File: src/rtl/polar_decode.sv
// Hard-decision polar decoder, N=256 / K=128: iterative inverse transform
// (one butterfly stage per cycle) followed by information-bit extraction.
module polar_decode #(
    parameter int             N         = 256,
    parameter int             K         = 128,
    parameter logic [N-1:0]   INFO_MASK = {{128{1'b1}}, {128{1'b0}}}
) (
    input  logic           clk,
    input  logic           rst,
    input  logic [N-1:0]   data_in,
    input  logic           valid_i,
    output logic           ready_o,
    output logic [K-1:0]   data_out,
    output logic           valid_o,
    output logic           frozen_err_o
);
    localparam int STAGES = 8;

    typedef enum logic {IDLE, XFORM} state_t;

    state_t                        state;
    logic [2:0]                    stage;
    logic [N-1:0]                  work;
    logic [N-1:0]                  next_work;
    logic [STAGES-1:0][N-1:0]      stage_out;
    logic [K-1:0]                  info_bits;
    logic                          frozen_any;

    // Position of the k-th set bit of INFO_MASK, resolved at elaboration.
    function automatic int info_pos(input int k);
        int pos;
        int cnt;
        pos = 0;
        cnt = 0;
        for (int i = 0; i < N; i++) begin
            if (INFO_MASK[i]) begin
                if (cnt == k) pos = i;
                cnt++;
            end
        end
        return pos;
    endfunction

    // All eight butterfly stages are built side by side; the stage counter
    // picks which one lands in the work register this cycle.
    for (genvar s = 0; s < STAGES; s++) begin : g_stage
        for (genvar i = 0; i < N; i++) begin : g_bit
            if (((i >> s) & 1) == 0) begin : g_upper
                assign stage_out[s][i] = work[i] ^ work[i + (1 << s)];
            end else begin : g_lower
                assign stage_out[s][i] = work[i];
            end
        end
    end

    always_comb begin
        next_work = stage_out[stage];
    end

    for (genvar k = 0; k < K; k++) begin : g_extract
        assign info_bits[k] = next_work[info_pos(k)];
    end

    assign frozen_any = |(next_work & ~INFO_MASK);

    always_ff @(posedge clk or posedge rst) begin
        if (rst) begin
            state        <= IDLE;
            stage        <= '0;
            work         <= '0;
            ready_o      <= 1'b1;
            valid_o      <= 1'b0;
            data_out     <= '0;
            frozen_err_o <= 1'b0;
        end else begin
            valid_o <= 1'b0;
            case (state)
                IDLE: begin
                    if (valid_i) begin
                        work    <= data_in;
                        stage   <= '0;
                        ready_o <= 1'b0;
                        state   <= XFORM;
                    end
                end
                XFORM: begin
                    work <= next_work;
                    if (stage == 3'd7) begin
                        data_out     <= info_bits;
                        frozen_err_o <= frozen_any;
                        valid_o      <= 1'b1;
                        ready_o      <= 1'b1;
                        stage        <= '0;
                        state        <= IDLE;
                    end else begin
                        stage <= stage + 3'd1;
                    end
                end
                default: begin
                    state   <= IDLE;
                    ready_o <= 1'b1;
                end
            endcase
        end
    end
endmodule

File: config.mk
export PLATFORM = sky130hd
export DESIGN_NAME = polar_decode
export DESIGN_NICKNAME = d
export VERILOG_FILES = /design/src/rtl/polar_decode.sv
export SDC_FILE = /design/constraint.sdc
export NUM_CORES = 2
export LEC_CHECK = 0
export BUFFER_PORTS_ARGS = -buffer_cell sky130_fd_sc_hd__clkbuf_2
export CAP_MARGIN = 20
export CELL_PAD_IN_SITES_DETAIL_PLACEMENT = 1
export CELL_PAD_IN_SITES_GLOBAL_PLACEMENT = 1
export CORE_MARGIN = 5
export CORE_UTILIZATION = 37
export CTS_BUF_LIST = sky130_fd_sc_hd__clkbuf_4
export DETAILED_ROUTE_END_ITERATION = 8
export PLACE_DENSITY = 0.75
export SETUP_SLACK_MARGIN = 0.15
export SYNTH_ARGS = -nofsm -noshare
export SYNTH_HDL_FRONTEND = slang
export SYNTH_SLANG_ARGS = --single-unit
File: constraint.sdc
create_clock -name clk -period 24.3 [get_ports clk]
set_clock_uncertainty 0.05 [all_clocks]
set_input_delay 4.86 -clock clk [delete_from_list [all_inputs] [get_ports clk]]
set_output_delay 4.86 -clock clk [all_outputs]
set_load 0.01 [all_outputs]
==> results.json <==
{
  "synth_area_leaders": "dfrtp_1, mux2i_1, a21oi_1",
  "clock_latency_ns": 0.96,
  "startpoint": "valid_i",
  "setup_viol": 0,
  "cts.reportedPaths.clkPinSlew_ns": 0.06,
  "layout_commonest_cell": "nand2_1",
  "cpMaxStageDelayCell": "buf_4",
  "antenna_found_initial": 1,
  "path_buf_inv": 3,
  "hold_viol": 0,
  "hold_path.class": "reg2reg",
  "crit_path_frequent_cell": "buf_4",
  "worstPathCellList": "buf_8 -> buf_4 -> buf_4 -> nor2b_1 -> a211oi_1 -> a21oi_1",
  "drt_first_pass_iters": 8,
  "area_growth_pct": 12.62,
  "r2r_setup_slack_ns": 19.21,
  "post_cts_hold_buffer_count": 0,
  "chipHeight_microns": 285.0,
  "critPathArrivalTime_ns": 7.37,
  "worstSetupEndpoint": "work[129]$_DFFE_PP0P_",
  "max_cap_violations": 0,
  "fmax_ghz": 0.1496,
  "fin_nets": 3849,
  "leakagePower_nw": 13.57,
  "final_cells": 4638,
  "cts_setup_buffers": 0,
  "mostFrequentLayoutCells": "nand2_1, clkbuf_2, dfrtp_1",
  "gr-usage-all-layers_pct": 34.15,
  "slew_viol_final": 0,
  "status": "complete, no violations",
  "dp_hpwl_mm": 106.2,
  "worstSetupPathType": "in2reg",
  "cts.path.max_buffers": 3,
  "root_buffer": "clkbuf_4",
  "grt_pass1_wl_mm": 207.2,
  "finalPower_mw": 5.951,
  "critPathLaunchType": "input port",
  "fin_crit_ns": 6.687,
  "worst_pin_slew_ns": 1.202,
  "synth_cell_type_count": 81,
  "setup-tns-final_ns": 0,
  "avgSynthCellArea_sq_um": 8.297,
  "r2r_start": "stage[0]$_DFFE_PP0P_",
  "syn_nets": 3633,
  "crit_fanout": 81,
  "routed_wl_mm": 145.2,
  "vdd_drop_max_mv": 0.07695,
  "power_density_nw_per_um2": 188.9,
  "io_buffers": 389,
  "rsz0062_at_grt": "no",
  "crit_required_ns": 24.98,
  "grt_max_degree": 157,
  "syn_area_sq_um": 27980,
  "relSlewSlack_pct": 19.36,
  "yosys_most_used_dff": "dfrtp_1",
  "wl_per_cell_microns": 31.31,
  "yosys_warnings": 0,
  "drc_errors": 0,
  "vias": 29540,
  "critPathTopFamily": "buffers and inverters",
  "critPathMaxStageDelay_ns": 0.89,
  "critical_path.reg2reg.endpoint": "frozen_err_o$_DFFE_PP0P_",
  "h-tree-depth": 3,
  "cts-resized-gates": 0,
  "fin_crit_sh_pct": 27.52,
  "synthCells": 3372,
  "synth_seq_cells": 391,
  "drive_above_1_share_pct": 19.75,
  "path_depth": 6,
  "place_congestion": 1.016,
  "yosysSeqAreaShare_pct": 34.98,
  "grt_pass1_vias": 29120,
  "grt_overflow": 0,
  "core_sq_um": 74700,
  "numClockSinks": 391,
  "final_antenna_net_count": 0,
  "cts_buffers": 112,
  "async_flop_share_pct": 100.0,
  "drtIter0Drc": 4134,
  "cts_tree": "built",
  "netlist.area_leader.share_pct": 34.88,
  "endpoint_kind": "flip-flop",
  "start_util_pct": 37.46,
  "synth-edff-count": 0,
  "viasPerCell": 6.368,
  "dpl.cell_count": 4442,
  "dieArea_sq_um": 81220,
  "die_x_microns": 285.0,
  "reg2reg_depth": 9,
  "synth_top_cell_by_area": "dfrtp_1",
  "ios": 390,
  "rows": 100
}
worst reg2reg max path, delay by kind of cell, from the launching register on:
family                 cells  cell delay [ns]
AO/OA/AOI/OAI              2             0.98
XOR/XNOR                   1             0.16
buffers and inverters      1             0.71
flip-flops                 1             0.81
AND/OR/NAND/NOR            5             2.21
where the power goes:
group	internal (mW)	leakage [nW]	total [mW]	switching (mW)
registers	0.990	4.63	1.74	0.754
clock network	0.321	0.816	0.639	0.319
logic	1.31	8.12	3.57	2.26
total	2.62	13.6	5.95	3.33
final cells by class:
class                      instances  area, sq um
fill                            9007        43190
multi-input combinational       2588        16490
sequential                       391         9801
timing repair buffer             444         2402
tap                              969         1212
clock buffer                     160         1201
inverter                          51        201.4
clock inverter                    31        188.9
antenna                            4        10.01
routing by layer:
layer / up-vias / global-route usage (%) / wire length, microns
li1: 12520 / - / -
met1: 14660 / 45.92 / 57430
met2: 1913 / 50.08 / 61130
met3: 441 / 9.050 / 16970
met4: 0 / 18.70 / 9701
met5: - / 0 / 0
registers in the layout, summed over array words and instances, names as in the netlist:
signal        cells
valid_o           1
frozen_err_o      1
state             1
ready_o           1
work            256
data_out        128
stage             3
stage by stage:
stage               instance area (sq um)  utilization [%]  hold slack [ns]  setup slack (ns)
floorplan                           27980                -           0.4287             8.522
global placement                    30080            40.27           0.4106             16.92
detailed placement                  30080            40.27           0.4165             16.81
CTS                                 31470            42.13           0.4322             17.73
global route                        31500            42.17           0.4488             17.53
finish                              31510            42.18           0.4283             17.61
worst min path at each step:
stage,startpoint,to,slack [ns],depth (start not counted)
6_report,data_out[14]$_DFFE_PP0P_,data_out[14]$_DFFE_PP0P_,0.43,2
5_1_grt,data_out[21]$_DFFE_PP0P_,data_out[21]$_DFFE_PP0P_,0.45,2
4_1_cts,data_out[14]$_DFFE_PP0P_,data_out[14]$_DFFE_PP0P_,0.43,2
3_5_place_dp,data_out[14]$_DFFE_PP0P_,data_out[14]$_DFFE_PP0P_,0.42,2
3_3_place_gp,data_out[68]$_DFFE_PP0P_,data_out[68]$_DFFE_PP0P_,0.41,2
2_1_floorplan,ready_o$_DFFE_PP1P_,ready_o$_DFFE_PP1P_,0.43,2
synth_stat cells, types with 16 or more instances:
master	n
inv_1	49
nand2_1	434
nand2b_1	27
a31oi_1	34
a211oi_1	110
clkbuf_1	198
a211o_1	48
a221oi_1	35
nor2_1	227
buf_6	16
xor2_1	100
dfrtp_1	390
xnor2_1	148
o22ai_1	61
o22a_1	23
nand3_1	43
nor2b_1	118
mux4_2	21
o21ai_0	317
buf_1	29
a22oi_1	47
a21oi_1	329
buf_2	88
mux2_2	48
mux2i_1	183
a32oi_1	24
logic make-up after synthesis:
| logic type | share of synthesized area [%] |
|---|---|
| fa+ha+maj | 0.08943 |
| mux | 10.44 |
| compound gates | 25.42 |
| simple gates | 15.07 |
| flops | 34.98 |
| xor+xnor | 7.764 |
| buf+inv | 6.243 |
No activity file was read; power rests on OpenSTA's default activity.
